File: config.mk
export PLATFORM = sky130hd
export DESIGN_NAME = cadder_ctrl
export DESIGN_NICKNAME = d
export VERILOG_FILES = /design/src/rtl/cadder_ctrl.sv
export SDC_FILE = /design/constraint.sdc
export NUM_CORES = 1
export LEC_CHECK = 0
export CORE_MARGIN = 4
export CORE_UTILIZATION = 40
export CTS_BUF_LIST = sky130_fd_sc_hd__clkbuf_16
export DETAILED_ROUTE_END_ITERATION = 10
export GPL_TIMING_DRIVEN = 0
export HOLD_SLACK_MARGIN = 0.08
export PLACE_DENSITY = 0.68
export SETUP_SLACK_MARGIN = 0.4
export SLEW_MARGIN = 20
export SYNTH_ARGS = -nofsm -noshare
export SYNTH_HDL_FRONTEND = slang
export SYNTH_SLANG_ARGS = --single-unit
File: constraint.sdc
create_clock -name clk -period 2.4 [get_ports clk]
set_clock_uncertainty 0.2 [all_clocks]
set_input_delay 0.24 -clock clk [delete_from_list [all_inputs] [get_ports clk]]
set_output_delay 0.24 -clock clk [all_outputs]
set_load 0.05 [all_outputs]
File: src/rtl/cadder_ctrl.sv
// Sequencer for the 26-bit accumulating adder: drives en/in_sel for MAC (+ optional bias) and complement ops.
// Define CADDER_CTRL_BIAS_EN to append a one-cycle bias add (in_sel=10) to every MAC.
module cadder_ctrl #(
  parameter int NW = 6
) (
  input  logic          clk,
  input  logic          reset,
  input  logic          start,
  input  logic          op,
  input  logic [NW-1:0] n_terms,
  input  logic          abort,
  input  logic          mul_valid,
  output logic          mul_ready,
  input  logic          add_ovf,
  output logic          add_en,
  output logic [1:0]    add_sel,
  output logic          busy,
  output logic          done,
  output logic          ovf_sticky,
  output logic [NW-1:0] term_idx
);

`ifdef CADDER_CTRL_BIAS_EN
  typedef enum logic [2:0] {IDLE, FIRST, ACC, BIAS, CPL, DONE} state_t;
  localparam state_t MAC_END = BIAS;
`else
  typedef enum logic [2:0] {IDLE, FIRST, ACC, CPL, DONE} state_t;
  localparam state_t MAC_END = DONE;
`endif

  state_t        state_reg, state_next;
  logic [NW-1:0] n_reg;
  logic [NW-1:0] term_idx_reg;
  logic [NW-1:0] idx_inc;
  logic          ovf_reg;
  logic          en_d_reg;
  logic          busy_reg, busy_next;
  logic          done_reg;
  logic          accept;

  assign idx_inc = term_idx_reg + NW'(1);
  assign accept  = (state_reg == IDLE) && start && !abort;

  always_comb begin
    state_next = state_reg;
    add_en     = 1'b0;
    add_sel    = 2'b00;
    mul_ready  = 1'b0;
    case (state_reg)
      IDLE: begin
        if (start) state_next = op ? CPL : FIRST;
      end
      FIRST: begin
        add_sel   = 2'b00;
        add_en    = mul_valid;
        mul_ready = mul_valid;
        if (mul_valid) state_next = (n_reg > NW'(1)) ? ACC : MAC_END;
      end
      ACC: begin
        add_sel   = 2'b01;
        add_en    = mul_valid;
        mul_ready = mul_valid;
        if (mul_valid && (idx_inc == n_reg)) state_next = MAC_END;
      end
`ifdef CADDER_CTRL_BIAS_EN
      BIAS: begin
        add_sel    = 2'b10;
        add_en     = 1'b1;
        state_next = DONE;
      end
`endif
      CPL: begin
        add_sel    = 2'b11;
        add_en     = 1'b1;
        state_next = DONE;
      end
      DONE: begin
        state_next = IDLE;
      end
      default: begin
        state_next = IDLE;
      end
    endcase
    // Abort kills the enable in the same cycle so the adder never sees a partial step.
    if (abort) begin
      state_next = IDLE;
      add_en     = 1'b0;
      mul_ready  = 1'b0;
    end
    busy_next = (state_next != IDLE) && (state_next != DONE);
  end

  always_ff @(posedge clk) begin
    if (reset) begin
      state_reg    <= IDLE;
      n_reg        <= '0;
      term_idx_reg <= '0;
      ovf_reg      <= 1'b0;
      en_d_reg     <= 1'b0;
      busy_reg     <= 1'b0;
      done_reg     <= 1'b0;
    end else begin
      state_reg <= state_next;
      en_d_reg  <= add_en;
      busy_reg  <= busy_next;
      done_reg  <= (state_next == DONE);
      if (accept) begin
        n_reg        <= (n_terms == '0) ? NW'(1) : n_terms;
        term_idx_reg <= '0;
        ovf_reg      <= 1'b0;
      end else begin
        if (mul_ready) term_idx_reg <= idx_inc;
        // Only overflow following one of our own enables counts; older flags are stale.
        if (en_d_reg) ovf_reg <= ovf_reg | add_ovf;
      end
    end
  end

  assign busy       = busy_reg;
  assign done       = done_reg;
  assign ovf_sticky = ovf_reg;
  assign term_idx   = term_idx_reg;

endmodule

Yosys cells after proc, flatten, opt, wreduce, memory -nomap -nowiden
Cells that the tools add are included.
- logic and storage cells: 39
- output and inout port bits: 13
- input bits: 13
- register bits after elaboration: 19
- order comparisons: 1
- reductions and logical operators: 10
- equal/unequal tests: 6
- bitwise logic cells: 1
- $add $sub $neg: 1
- multiplexer cells: 13
- operators by type and width (kind ; count):
    3-bit 2-to-1 mux ; 5
    3-bit case mux with 4 select lines ; 1
    6-bit by 1-bit adder with 6-bit output, second input constant ; 1
    3-bit by 2-bit == test with 1-bit output, second input constant ; 2
    6-bit == test ; 1
    6-bit by 1-bit > comparator with 1-bit output, second input constant ; 1
    6-bit logical NOT ; 1
    6-bit 2-to-1 mux ; 1
    1-bit logical AND ; 4
    2-bit case mux with 2 select lines ; 1
    2-bit OR reduction ; 2
    3-bit by 1-bit == test with 1-bit output, second input constant ; 1
    3-bit == test, second input constant ; 1
    3-bit logical NOT ; 1
    1-bit 2-to-1 mux ; 3
    3-bit != test, second input constant ; 1
    3-bit nonzero test ; 1
    2-bit 2-to-1 mux ; 1
    1-bit case mux with 2 select lines ; 1
    1-bit logical NOT ; 1
    1-bit bitwise OR ; 1

Longest topological paths before layout
- depth after elaboration: 8
- depth in mapped cells: 7
- gate-level depth less buffers: 6

Worst setup path after synthesis
No wires, ideal clock.
- kind: register -> register
- from: register term_idx_reg[0], in the netlist term_idx[0]
- to: register busy_reg, in the netlist busy
- path buffers: 0
- period minus slack after synthesis: 2339 ps
- path slack: 61 ps
- data arrival time: 2022 ps
- data required time: 2083 ps
- stages on the path, launching flop included: 7
- cells stage by stage: dfxtp_1 ha_1 nand2b_1 o211ai_2 or3b_1 a211o_1 o2bb2ai_1
- longest elaborated chain between the ends: 8
- RTL lines (element ; line ; source):
    start, declared ; 33 ; logic [NW-1:0] term_idx_reg;
    start signal, assigned ; 112 ; if (mul_ready) term_idx_reg <= idx_inc;
    6-bit by 1-bit adder with 6-bit output * ; 41 ; assign idx_inc = term_idx_reg + NW'(1);
    6-bit == test * ; 63 ; if (mul_valid && (idx_inc == n_reg)) state_next = MAC_END;
    1-bit logical AND * ; 63 ;
    3-bit 2-to-1 mux * ; 63 ;
    3-bit case mux with 4 select lines * ; 49 ; case (state_reg)
    3-bit 2-to-1 mux * ; 85 ; if (abort) begin
    3-bit != test / 3-bit nonzero test (equally long branches) ; 90 ; busy_next = (state_next != IDLE) && (state_next != DONE);
    1-bit logical AND * ; 90 ;
    end signal, assigned ; 105 ; busy_reg <= busy_next;
    end, declared ; 37 ; logic busy_reg, busy_next;
Mark *: on every way between the ends. The rest lies on a longest branch, timed or not.
A chain may end at the register's enable or synchronous reset.

Final worst setup path
- from: register state_reg[0]
- to: output add_en
- longest elaborated chain between the ends: 4
- RTL lines (element ; line ; source):
    start, declared ; 31 ; state_t state_reg, state_next;
    start signal, assigned ; 103 ; state_reg <= state_next;
    3-bit by 2-bit == test with 1-bit output / 3-bit by 1-bit == test with 1-bit output (equally long branches) ; 49 ;
    2-bit OR reduction (no line) ; -- ;
    1-bit case mux with 2 select lines * ; 49 ;
    1-bit 2-to-1 mux * ; 85 ;
    end, declared ; 15 ; output logic add_en,
Marks and branches as above.

==> metrics.md <==
| Metric | Value |
|---|---|
| Status | finished, final reports clean |
| ANT cells | 0 |
| Number of flops mapped to enable cells by yosys | 0 |
| Critical Path Fanout Max | 10 |
| Synth Warn # | 0 |
| Row count | 17 |
| Pwr per Cell Area | 571.0 nW/um^2 |
| Setup_tns | 0 ns |
| First-pass GRT wire length | approximately 3600 um |
| Netlist Area Pre-Place | between 900 and 1000 um^2 |
| Maximum clock frequency | between 0.5 and 0.6 GHz |
| Peak VDD IR | between 0.4 and 0.5 mV |
| Count leader, synth | dfxtp_1 |
| Die W | approximately 57 um |
| Mean Syn Cell Area | slightly below 9 um^2 |
| Detailed placement HPWL | between 1500 and 2000 um |
| Arr. time, crit path | between 1.5 and 2 ns |
| Wirelength per Cell | 12.52 um |
| Initial antenna violation count | 0 |
| Synth area leaders | dfxtp_1, xor2_1, mux2i_1 |
| DRC | 0 |
| Worst Max-Slew Pin Slew | roughly 0.50 ns |
| CTS tree | built |
| Largest net degree at the start of global routing | 12 |
| Predominant post-synthesis flop cell | dfxtp_1 |
| Post-synth top area cell | dfxtp_1 |
| Vias/cell | a little over 5 |
| Clock Pin Slew Worst Setup and Hold Paths | ~0.050 ns |
| Synth cell types | 33 |
| Final core utilization | slightly above 60% |
| Mapped Nets | around 120 |
| Final nets | between 150 and 200 |
| Gr ovfl total | 0 |
| GP Congestion | 0.7966 |
| Sink Count | 19 |
| ANT nets after route | 0 |
| Clock root buffer | clkbuf_16 |
| Vias in the first global route | between 800 and 900 |
| Area occupied by multi-input gates | ~570 um^2 |
| Final setup violation count | 0 |
| Max clock buf depth | 2 |
| Core area | ~2200 um^2 |
| Total power | ~780 uW |
| Crit end category | output port |
| Leak pwr | 0.0005429 uW |
| Max H-tree Level | 1 |
| Sw Ratio | between 20% and 30% |
| Gate Count Post-Synth | ~110 |
| Via count | between 800 and 900 |
| Area Growth Syn to Fin | 43.51% |
| Asr flop ratio synth | 0% |
| Grt peak-use layer | met2 |
| M1 GR Usage | 19.47% |
| Met2 Use GR | about a fifth |
| Worst-Skew Late Latency | approximately 0.25 ns |
| Fraction of layout cells with a size suffix above 1 | between 20 and 25% |
| RSZ-0062 raised after global routing | yes |
| Drt total wl | just over 2000 um |
| Top-area cell type share of the netlist area | about two fifths |
| Die area | ~3200 um^2 |
| Fillers | between 150 and 200 |
| CP Launch Type | flop |
| Synth top cells by count | dfxtp_1, nor2_1, xor2_1 |
| Critical path data required time | between 1.5 and 2 ns |
| Final period utilization | between 80% and 90% |
| Gr usage total | 14.26% |
| FF-to-FF setup slack | around 0.47 ns |
| Max-cap violations | 0 |
| Gate power share | between 10% and 20% |
| Register area | around 390 um^2 |
| Slew Limit Headroom | around two thirds |
| Clock share of power | between 40% and 50% |
| Hold Vio Cnt, Final | 0 |
| First-pass DRT Iterations | 4 |
| DRT iter0 DRCs | 14 |
| Sequential share of power | 42.5% |
| Initial Utilization | 42.75% |
| Met3 GRT Util | 2.299% |
| Port bufs | 24 |
| Inserted Clock Buffers | 3 |
| Sequential share of the synthesized area | roughly 40% |
| Min Hold Slack | approximately 0.14 ns |
| I/O Pins | 26 |
| Hold Path Class | in -> reg |
| Internal | roughly 600 uW |
| Slew Limit Fails | 0 |
| Critical path class | reg -> out |
| Fin crit period | approximately 2 ns |
| Die Y | 56.86 um |
| Net Switching | approximately 180 uW |
| FF+latch count, synth | 19 |
[metrics by stage]
step | instances | cell area, um^2 | worst slack [ns]
3_3_place_gp | 160 | 1241 | -0.2168
2_1_floorplan | 108 | 965.9 | 0.4016
5_1_grt | 166 | 1370 | 0.3479
3_5_place_dp | 160 | 1241 | -0.2067
6_report | 166 | 1370 | 0.4127
4_1_cts | 164 | 1318 | 0.2024
[metal layers]
layer / vias to the layer above / routed length, um
met5: - / 0
met4: 0 / 49
met3: 5 / 97
met2: 19 / 937
met1: 387 / 993
li1: 437 / -
[worst max-delay path: stages, from the launching register on]
cell     delay, ns
dfxtp_1       0.29
buf_4         0.16
xor2_1        0.15
and3_1        0.18
buf_6         0.14
a31o_2        0.22
buf_6         0.15
[layout make-up]
type / instances / area share (%)
Clock buffer: 3 / 5.479
Sequential cell: 19 / 28.40
Inverter: 1 / 0.2740
Clock inverter: 1 / 0.3653
Buffer: 7 / 3.105
Multi-Input combinational cell: 81 / 41.92
Timing Repair Buffer: 26 / 17.90
Tap cell: 28 / 2.557
[logic make-up (layout without fill, tap and decap cells)]
group / count (synthesis) / count (layout) / synth area share, %
and+or+nand+nor: 46 / 46 / 25.56
DFF: 19 / 19 / 39.84
AOI/OAI and AO/OA: 15 / 15 / 11.01
xor gates and xnor gates: 13 / 13 / 11.93
buffers and inverters: 8 / 38 / 4.063
muxes: 6 / 6 / 6.291
adders and majority gates: 1 / 1 / 1.310
[path summary, 6_finish.rpt]
check / start / end / cells after the start
setup / recovery: state_reg[0]$_SDFF_PP0_ / add_en / 6
hold reg to reg: ovf_sticky$_SDFFE_PP0P_ / ovf_sticky$_SDFFE_PP0P_ / 2
hold / removal: reset / n_reg[2]$_SDFFE_PP0P_ / 2
setup reg to reg: term_idx[0]$_SDFFE_PP0P_ / state_reg[1]$_SDFF_PP0_ / 6
[power by group through the flow]
| stage | clock network, uW | logic [uW] | registers, uW |
|---|---|---|---|
| after floorplan | 0 | 59.5 | 343 |
| after global placement | 0 | 102 | 338 |
| final | 342 | 108 | 332 |
| after detailed placement | 0 | 103 | 339 |
| after CTS | 350 | 103 | 332 |
| after global routing | 363 | 117 | 334 |
[repair_timing]
item                                    in CTS  in global routing
hold buffers                                 0                  0
setup buffers                                0                  2
pin swaps                                    1                  1
endpoints found under the setup margin       6                 14
gates resized for setup                     11                 17
hold endpoints to repair                     0                  0
[layout by cell type (no fill, tap or decap), drive strengths merged, types with 2 or more instances in the layout]
master / netlist / routed
xnor2: 5 / 5
nand3: 2 / 2
dfxtp: 19 / 19
or3b: 2 / 2
nor2: 16 / 16
nand4: 4 / 4
or4: 2 / 2
a21oi: 4 / 4
or2: 2 / 2
o21ai: 2 / 2
o22ai: 3 / 3
o2bb2ai: 2 / 2
clkdlybuf4s50: 0 / 20
mux2i: 6 / 6
buf: 5 / 9
clkbuf: 2 / 6
xor2: 8 / 8
nor2b: 3 / 3
nand2b: 2 / 2
nand2: 5 / 5
and3: 2 / 2
Note: power is estimated with default switching activity, not from simulation.
